--- src/rtl/sprite_seq_pkg.sv ---
// Shared types and helpers for the sprite frame sequencer.
// Holds the FSM state encoding, default sprite geometry and bus slicing helpers.
package sprite_seq_pkg;

  typedef enum logic [2:0] {
    ST_IDLE,
    ST_INIT,
    ST_ERASE,
    ST_LOAD,
    ST_DRAW,
    ST_COMP
  } seq_state_t;

  localparam int DEF_SPR_W   = 5;
  localparam int DEF_SPR_H   = 5;
  localparam int PIX_PER_SPR = DEF_SPR_W * DEF_SPR_H;
  localparam int PIX_CNT_W   = $clog2(PIX_PER_SPR);

  // Width needed to index n items, never narrower than one bit.
  function automatic int idx_width(input int n);
    return (n > 1) ? $clog2(n) : 1;
  endfunction

  // Low bit of element idx inside a flattened bus of w-bit elements.
  function automatic int slice_lsb(input int idx, input int w);
    return idx * w;
  endfunction

endpackage

--- src/rtl/sprite_frame_sequencer_if.sv ---
// Pixel plot bus between the sequencer and the VGA adapter.
interface sprite_frame_sequencer_if #(
  parameter int X_W   = 8,
  parameter int Y_W   = 7,
  parameter int COL_W = 3
);
  logic             plot_en;
  logic [X_W-1:0]   x;
  logic [Y_W-1:0]   y;
  logic [COL_W-1:0] colour;

  modport master (output plot_en, output x, output y, output colour);
  modport slave  (input plot_en, input x, input y, input colour);
endinterface

--- src/rtl/pixel_scan_counter.sv ---
// Raster counter over one SPR_W x SPR_H sprite; wraps to zero after the last pixel.
module pixel_scan_counter
  import sprite_seq_pkg::*;
#(
  parameter int SPR_W = DEF_SPR_W,
  parameter int SPR_H = DEF_SPR_H,
  localparam int PIX  = SPR_W * SPR_H,
  localparam int CNT_W = idx_width(PIX),
  localparam int CW   = idx_width(SPR_W),
  localparam int RW   = idx_width(SPR_H)
) (
  input  logic             clock,
  input  logic             reset_n,
  input  logic             en,
  input  logic             clr,
  output logic [CNT_W-1:0] k,
  output logic [CW-1:0]    col,
  output logic [RW-1:0]    row,
  output logic             last
);

  assign last = (k == CNT_W'(PIX - 1));

  always_ff @(posedge clock or negedge reset_n) begin
    if (!reset_n) begin
      k   <= '0;
      col <= '0;
      row <= '0;
    end else if (clr || (en && last)) begin
      k   <= '0;
      col <= '0;
      row <= '0;
    end else if (en) begin
      k <= k + 1'b1;
      if (col == CW'(SPR_W - 1)) begin
        col <= '0;
        row <= row + 1'b1;
      end else begin
        col <= col + 1'b1;
      end
    end
  end

endmodule

--- src/rtl/sprite_frame_sequencer.sv ---
// Per-frame erase/redraw sequencer for NUM_SPRITES bitmap sprites with clipping,
// transparency, per-sprite enable and sticky overrun detection.
module sprite_frame_sequencer
  import sprite_seq_pkg::*;
#(
  parameter int NUM_SPRITES = 4,
  parameter int SPR_W       = 5,
  parameter int SPR_H       = 5,
  parameter int X_W         = 8,
  parameter int Y_W         = 7,
  parameter int COL_W       = 3,
  parameter int X_MAX       = 160,
  parameter int Y_MAX       = 120,
  parameter int BG_COLOUR   = 0
) (
  input  logic                             clock,
  input  logic                             reset_n,
  input  logic                             go,
  input  logic                             init_req,
  input  logic                             init_done,
  output logic                             init_go,
  input  logic [NUM_SPRITES-1:0]           sprite_en,
  input  logic [NUM_SPRITES*X_W-1:0]       sprite_x,
  input  logic [NUM_SPRITES*Y_W-1:0]       sprite_y,
  input  logic [NUM_SPRITES*COL_W-1:0]     sprite_col,
  input  logic [NUM_SPRITES*SPR_W*SPR_H-1:0] sprite_shape,
  output logic                             load,
  sprite_frame_sequencer_if.master         plot,
  output logic                             busy,
  output logic                             frame_done,
  output logic                             overrun
);

  localparam int PIX   = SPR_W * SPR_H;
  localparam int CNT_W = idx_width(PIX);
  localparam int CW    = idx_width(SPR_W);
  localparam int RW    = idx_width(SPR_H);
  localparam int IDX_W = idx_width(NUM_SPRITES);
  localparam logic [X_W:0] X_LIM = (X_W + 1)'(X_MAX);
  localparam logic [Y_W:0] Y_LIM = (Y_W + 1)'(Y_MAX);

  seq_state_t state, state_next;

  logic [NUM_SPRITES-1:0]       drawn_valid;
  logic [NUM_SPRITES*X_W-1:0]   snap_x;
  logic [NUM_SPRITES*Y_W-1:0]   snap_y;
  logic [NUM_SPRITES*COL_W-1:0] snap_col;
  logic [NUM_SPRITES*PIX-1:0]   snap_shape;
  logic [IDX_W-1:0]             cur_idx, first_idx, next_idx;
  logic                         has_next;
  logic [NUM_SPRITES-1:0]       search_mask;

  logic             scan_start, cnt_en, sprite_step, in_scan;
  logic [CNT_W-1:0] k;
  logic [CW-1:0]    col;
  logic [RW-1:0]    row;
  logic             scan_last;

  logic [X_W-1:0]   base_x;
  logic [Y_W-1:0]   base_y;
  logic [PIX-1:0]   shape_bits;
  logic [X_W:0]     sum_x;
  logic [Y_W:0]     sum_y;
  logic             visible;
  logic [COL_W-1:0] pix_colour;

  logic             plot_en_q;
  logic [X_W-1:0]   x_q;
  logic [Y_W-1:0]   y_q;
  logic [COL_W-1:0] colour_q;
  logic             overrun_q;

  pixel_scan_counter #(.SPR_W(SPR_W), .SPR_H(SPR_H)) u_scan (
    .clock   (clock),
    .reset_n (reset_n),
    .en      (cnt_en),
    .clr     (scan_start),
    .k       (k),
    .col     (col),
    .row     (row),
    .last    (scan_last)
  );

  // LOAD searches the incoming enables since drawn_valid only updates on that edge.
  always_comb begin
    search_mask = (state == ST_LOAD) ? sprite_en : drawn_valid;
    first_idx   = '0;
    next_idx    = '0;
    has_next    = 1'b0;
    for (int s = NUM_SPRITES - 1; s >= 0; s--) begin
      if (search_mask[s]) first_idx = IDX_W'(s);
      if (drawn_valid[s] && (s > int'(cur_idx))) begin
        next_idx = IDX_W'(s);
        has_next = 1'b1;
      end
    end
  end

  always_comb begin
    state_next  = state;
    scan_start  = 1'b0;
    cnt_en      = 1'b0;
    sprite_step = 1'b0;
    case (state)
      ST_IDLE: begin
        if (go) begin
          if (init_req) begin
            state_next = ST_INIT;
          end else if (|drawn_valid) begin
            state_next = ST_ERASE;
            scan_start = 1'b1;
          end else begin
            state_next = ST_LOAD;
          end
        end
      end
      ST_INIT: begin
        if (init_done) begin
          if (|drawn_valid) begin
            state_next = ST_ERASE;
            scan_start = 1'b1;
          end else begin
            state_next = ST_LOAD;
          end
        end
      end
      ST_ERASE: begin
        cnt_en = 1'b1;
        if (scan_last) begin
          if (has_next) sprite_step = 1'b1;
          else          state_next  = ST_LOAD;
        end
      end
      ST_LOAD: begin
        if (|sprite_en) begin
          state_next = ST_DRAW;
          scan_start = 1'b1;
        end else begin
          state_next = ST_COMP;
        end
      end
      ST_DRAW: begin
        cnt_en = 1'b1;
        if (scan_last) begin
          if (has_next) sprite_step = 1'b1;
          else          state_next  = ST_COMP;
        end
      end
      ST_COMP: state_next = ST_IDLE;
      default: state_next = ST_IDLE;
    endcase
  end

  always_ff @(posedge clock or negedge reset_n) begin
    if (!reset_n) state <= ST_IDLE;
    else          state <= state_next;
  end

  always_ff @(posedge clock or negedge reset_n) begin
    if (!reset_n) begin
      cur_idx <= '0;
    end else if (scan_start) begin
      cur_idx <= first_idx;
    end else if (sprite_step) begin
      cur_idx <= next_idx;
    end
  end

  always_ff @(posedge clock or negedge reset_n) begin
    if (!reset_n) begin
      drawn_valid <= '0;
      snap_x      <= '0;
      snap_y      <= '0;
      snap_col    <= '0;
      snap_shape  <= '0;
    end else if (state == ST_LOAD) begin
      drawn_valid <= sprite_en;
      snap_x      <= sprite_x;
      snap_y      <= sprite_y;
      snap_col    <= sprite_col;
      snap_shape  <= sprite_shape;
    end
  end

  always_ff @(posedge clock or negedge reset_n) begin
    if (!reset_n)                      overrun_q <= 1'b0;
    else if (go && (state != ST_IDLE)) overrun_q <= 1'b1;
  end

  // The extra sum bit catches coordinate wrap, which must never plot.
  always_comb begin
    in_scan    = (state == ST_ERASE) || (state == ST_DRAW);
    base_x     = snap_x[slice_lsb(int'(cur_idx), X_W) +: X_W];
    base_y     = snap_y[slice_lsb(int'(cur_idx), Y_W) +: Y_W];
    shape_bits = snap_shape[slice_lsb(int'(cur_idx), PIX) +: PIX];
    sum_x      = {1'b0, base_x} + (X_W + 1)'(col);
    sum_y      = {1'b0, base_y} + (Y_W + 1)'(row);
    visible    = shape_bits[k] && (sum_x < X_LIM) && (sum_y < Y_LIM);
    pix_colour = (state == ST_ERASE) ? COL_W'(BG_COLOUR)
                                     : snap_col[slice_lsb(int'(cur_idx), COL_W) +: COL_W];
  end

  always_ff @(posedge clock or negedge reset_n) begin
    if (!reset_n) begin
      plot_en_q <= 1'b0;
      x_q       <= '0;
      y_q       <= '0;
      colour_q  <= '0;
    end else if (in_scan) begin
      plot_en_q <= visible;
      x_q       <= sum_x[X_W-1:0];
      y_q       <= sum_y[Y_W-1:0];
      colour_q  <= pix_colour;
    end else begin
      plot_en_q <= 1'b0;
    end
  end

  assign plot.plot_en = plot_en_q;
  assign plot.x       = x_q;
  assign plot.y       = y_q;
  assign plot.colour  = colour_q;

  assign init_go    = (state == ST_INIT);
  assign load       = (state == ST_LOAD);
  assign busy       = (state != ST_IDLE);
  assign frame_done = (state == ST_COMP);
  assign overrun    = overrun_q;

endmodule

--- src/flat_wrapper.sv ---
// flat-port wrapper written by rule: the top's interface ports become plain ports
module sprite_frame_sequencer_flat import sprite_seq_pkg::*;
#(
  parameter int NUM_SPRITES = 4,
  parameter int SPR_W       = 5,
  parameter int SPR_H       = 5,
  parameter int X_W         = 8,
  parameter int Y_W         = 7,
  parameter int COL_W       = 3,
  parameter int X_MAX       = 160,
  parameter int Y_MAX       = 120,
  parameter int BG_COLOUR   = 0
)
  (clock, reset_n, go, init_req, init_done, init_go, sprite_en, sprite_x, sprite_y, sprite_col, sprite_shape, load, busy, frame_done, overrun, plot_plot_en, plot_x, plot_y, plot_colour);
  sprite_frame_sequencer_if #(.X_W(X_W), .Y_W(Y_W), .COL_W(COL_W)) plot_i ();
  input  logic clock;
  input  logic reset_n;
  input  logic go;
  input  logic init_req;
  input  logic init_done;
  output logic init_go;
  input  logic [NUM_SPRITES-1:0] sprite_en;
  input  logic [NUM_SPRITES*X_W-1:0] sprite_x;
  input  logic [NUM_SPRITES*Y_W-1:0] sprite_y;
  input  logic [NUM_SPRITES*COL_W-1:0] sprite_col;
  input  logic [NUM_SPRITES*SPR_W*SPR_H-1:0] sprite_shape;
  output logic load;
  output logic busy;
  output logic frame_done;
  output logic overrun;
  output wire logic [$bits(plot_i.plot_en)-1:0] plot_plot_en;
  output wire logic [$bits(plot_i.x)-1:0] plot_x;
  output wire logic [$bits(plot_i.y)-1:0] plot_y;
  output wire logic [$bits(plot_i.colour)-1:0] plot_colour;
  assign plot_plot_en = plot_i.plot_en;
  assign plot_x = plot_i.x;
  assign plot_y = plot_i.y;
  assign plot_colour = plot_i.colour;
  sprite_frame_sequencer #(.NUM_SPRITES(NUM_SPRITES), .SPR_W(SPR_W), .SPR_H(SPR_H), .X_W(X_W), .Y_W(Y_W), .COL_W(COL_W), .X_MAX(X_MAX), .Y_MAX(Y_MAX), .BG_COLOUR(BG_COLOUR)) u_core (.clock(clock), .reset_n(reset_n), .go(go), .init_req(init_req), .init_done(init_done), .init_go(init_go), .sprite_en(sprite_en), .sprite_x(sprite_x), .sprite_y(sprite_y), .sprite_col(sprite_col), .sprite_shape(sprite_shape), .load(load), .plot(plot_i), .busy(busy), .frame_done(frame_done), .overrun(overrun));
endmodule
--- config.mk ---
export PLATFORM = sky130hd
export DESIGN_NAME = sprite_frame_sequencer_flat
export DESIGN_NICKNAME = d
export VERILOG_FILES = /design/src/rtl/sprite_seq_pkg.sv /design/src/rtl/sprite_frame_sequencer_if.sv /design/src/rtl/pixel_scan_counter.sv /design/src/rtl/sprite_frame_sequencer.sv /design/src/flat_wrapper.sv
export SDC_FILE = /design/constraint.sdc
export NUM_CORES = 1
export LEC_CHECK = 0
export ABC_AREA = 1
export BUFFER_PORTS_ARGS = -buffer_cell sky130_fd_sc_hd__buf_2
export CORE_MARGIN = 2
export CORE_UTILIZATION = 56
export CTS_CLUSTER_DIAMETER = 40
export DETAILED_ROUTE_END_ITERATION = 8
export PLACE_DENSITY = 0.87
export SYNTH_ARGS = -nofsm -noshare
export SYNTH_HDL_FRONTEND = slang
export SYNTH_SLANG_ARGS = --single-unit
export TNS_END_PERCENT = 50
--- constraint.sdc ---
create_clock -name clock -period 3.68 [get_ports clock]
set_clock_uncertainty 0.05 [all_clocks]
set_input_delay 0 -clock clock [delete_from_list [all_inputs] [get_ports clock]]
set_output_delay 0 -clock clock [all_outputs]
set_load 0.02 [all_outputs]
==> flow_summary.ini <==
[route]
wl_microns = 37980
drc = 0
first_pass_iters = 8
viasPerCell = 5.758
wl_per_cell_microns = 19.15
ant_nets = 0
drt_iter0_markers = 1545
vias = 11420

[synthesis]
synth-adder-area-share_pct = 1.715
syn_nets = 1564
synth_xor_area_share_pct = 0.3382
synth-edff-count = 0
synth_common_cells = nand2_1, dfrtp_1, o21ai_0
ys_ff_latch = 212
syn_area_per_cell_sq_um = 7.560
synth_top_family_by_area = simple AND/OR/NAND/NOR gates
synth_top_area_share_pct = 51.22
synthTopCellsByArea = dfrtp_1, nand2_1, o21ai_0
yosys-mux-area-fraction_pct = 0
synth-async-reset-ratio_pct = 100.0
synth_cells = 1370
synthDistinctLibCells = 43
synth_warnings = 0
yosysMostFrequentCell = nand2_1
yosysSeqAreaShare_pct = 51.22
synth_area_leader_cell = dfrtp_1
synth-compound-area-share_pct = 7.743
ys.flop_type = dfrtp_1
synthSimpleGateAreaFrac_pct = 32.33
synth_area_sq_um = 10360

[power]
intPower_mw = 4.273
p_sw_share_pct = 22.86
power_frac_clock_pct = 52.2
powerDensity_nw_per_um2 = 388.0
switchingPower_mw = 1.266
power_mw = 5.539
p_comb_share_pct = 5.7
power_frac_seq_pct = 42.1
p_leak_nw = 7.302
ir_drop_mv = 0.4764

[timing]
slew_violations = 0
tns_ps = 0
finalSetupViolations = 0
worst_slew_pin_slew_ps = 1217
post-route-min-period_ps = 3181
hold_viol = 0
rsz0062_at_grt = false
fmax_ghz = 0.3143
slew_headroom_pct = 18.84
fin_crit_sh_pct = 86.45

[floorplanning]
coreArea_sq_um = 18020
io_pins = 205
start_util_pct = 57.46
dieWidth_microns = 140.0
rows = 49
die-area_sq_um = 19600
die_h_microns = 140.0

[worst_setup_path]
cp_slowest_stage_delay_ps = 720
startpoint_type = flop
r2r_slack_ps = 500
worstPathRequired_ps = 4040
r2r-end = u_core.plot.plot_en
crit_chain = nand2_2 > inv_2 > a22oi_1 > o21ai_0 > ha_1 > inv_1 > fa_1 > o21bai_1 > nand2_1 > nand2_1 > nand3_1 > nor2_1 > a21oi_1 > nand3_1 > nor2_1
path_max_fanout = 28
cp-end-kind = flop
rr_worst_depth = 15
cp.arrival_ps = 3540
timing.rr.start = u_core.cur_idx[0]
crit_slowest_cell = dfrtp_2
worstSetupPathType = reg -> reg

[cts]
cts-root-buf = clkbuf_16
cts.sinks = 212
clock_latency_ps = 550
cts.clk_slew.worst_paths_ps = 70
cts_made_buffers = 30
cts.path.max_buffers = 3
htree_num_levels = 1
cts_tree = done
ctsResizeCount = 0

[finish]
nFillCells = 1012
multiInputGateArea_sq_um = 4363
layout.cells.non_filler = 1984
regArea_sq_um = 5306
area_growth_pct = 37.84
nNetsFinal = 1925
drive_gt1_share_pct = 17.18

[placed_design]
gp_congestion = 0.9435
dp_cells = 1747
post-dp-hpwl_microns = 19860
numPortBuffers = 204

[status]
run_status = complete, no violations

[flow_run]
cap_violations = 0

[worst_hold_path]
hp-class = in -> async

[grt]
grt_pass1_vias = 11400
grt_max_degree = 139
grt_overflow = 0
grt.total_usage_pct = 38.48
grt_pass1_wl_microns = 59450
grt_antenna_before_repair = 1
==> repair_timing <==
item                                    CTS  global route
hold buffers                            181             0
buffers inserted                          0             0
endpoints found under the setup margin    0             0
hold endpoints to repair                298             0
==> per-layer routing <==
metal | part of all wire (%) | global-route usage (%)
met1 | 35 | 48.81
met2 | 46 | 61.46
met3 | 11 | 7.863
met4 | 7.2 | 22.89
met5 | 0 | 0
==> flip-flops by register name (all words and copies together) (netlist names) <==
name                 count
u_core.plot.x            8
u_core.drawn_valid       4
u_core.snap_y           28
u_core.plot.plot_en      1
u_core.snap_shape      100
u_core.overrun           1
u_core.u_scan.col        3
u_core.plot.y            7
u_core.u_scan.k          5
u_core.state             3
u_core.snap_x           32
u_core.cur_idx           2
u_core.snap_col         12
u_core.u_scan.row        3
u_core.plot.colour       3
==> stage by stage <==
stage | hold slack, ps | util [%] | area, sq um | setup slack [ps]
floorplan | -345.6 | - | 10360 | 1123
finish | 73.97 | 79.20 | 14280 | 498.6
CTS | 121.1 | 79.16 | 14270 | 670.6
global route | 150.0 | 79.18 | 14270 | 263.6
global placement | 147.9 | 63.58 | 11460 | 734.3
detailed placement | 146.1 | 63.58 | 11460 | 669.4
==> worst max-delay path: cells and delay by family (launching register included) <==
kind / cells / cell delay, ps
flops: 1 / 720
compound gates: 4 / 720
simple gates: 7 / 640
buf+inv: 2 / 370
fa+ha+maj: 2 / 580
==> area by class of cell <==
cell class	count	area share, %
antenna	3	0.05259
clock buffer	35	5.749
clock inverter	18	1.227
inverter	98	2.629
multi-input combinational	994	30.56
sequential	212	37.17
tap	229	2.007
timing repair buffer	395	20.60
==> cell families (layout without fill, tap and decap cells) <==
family                   after synthesis  after routing
AND/OR/NAND/NOR                      831            831
flip-flops                           212            212
buffers and inverters                164            546
AO/OA/AOI/OAI                        146            146
adder cells (fa/ha/maj)               13             13
XOR/XNOR                               4              4
other                                  0              3
==> power by group through the flow <==
stage | Combinational (mW) | Clock (mW) | Sequential (mW)
3_5_place_dp | 0.148 | 0 | 2.37
3_3_place_gp | 0.146 | 0 | 2.37
2_1_floorplan | 0.00137 | 0 | 2.37
5_1_grt | 0.340 | 2.98 | 2.33
4_1_cts | 0.295 | 2.83 | 2.33
6_report | 0.316 | 2.89 | 2.33
==> worst max path at each step <==
stage | from | end | slack, ps
global placement | u_core.cur_idx[0] | u_core.plot.plot_en | 730
CTS | u_core.cur_idx[0] | u_core.plot.plot_en | 670
detailed placement | u_core.cur_idx[0] | u_core.plot.plot_en | 670
finish | u_core.cur_idx[0] | u_core.plot.plot_en | 500
floorplan | u_core.cur_idx[0] | u_core.plot.plot_en | 1120
global route | u_core.cur_idx[1] | u_core.plot.plot_en | 260
==> layout by cell type, fill, tap and decap left out, types with 3 or more instances in the layout <==
| cell | count |
|---|---|
| inv_2 | 7 |
| a21oi_1 | 21 |
| nand2_1 | 655 |
| nor2_4 | 4 |
| o21ai_0 | 97 |
| clkbuf_8 | 4 |
| a22oi_1 | 7 |
| ha_1 | 11 |
| inv_6 | 8 |
| dlygate4sd3_1 | 181 |
| o221ai_1 | 3 |
| a22o_1 | 3 |
| nand4_1 | 5 |
| dfrtp_1 | 211 |
| clkbuf_16 | 31 |
| buf_2 | 203 |
| buf_4 | 8 |
| nor2_1 | 84 |
| inv_1 | 89 |
| or2_2 | 5 |
| diode_2 | 3 |
| nor2_2 | 4 |
| nand3_2 | 4 |
| a31oi_1 | 5 |
| o211ai_1 | 4 |
| clkinv_2 | 6 |
| xor2_1 | 3 |
| nand3_1 | 57 |
Note: power is estimated with default switching activity, not from simulation.
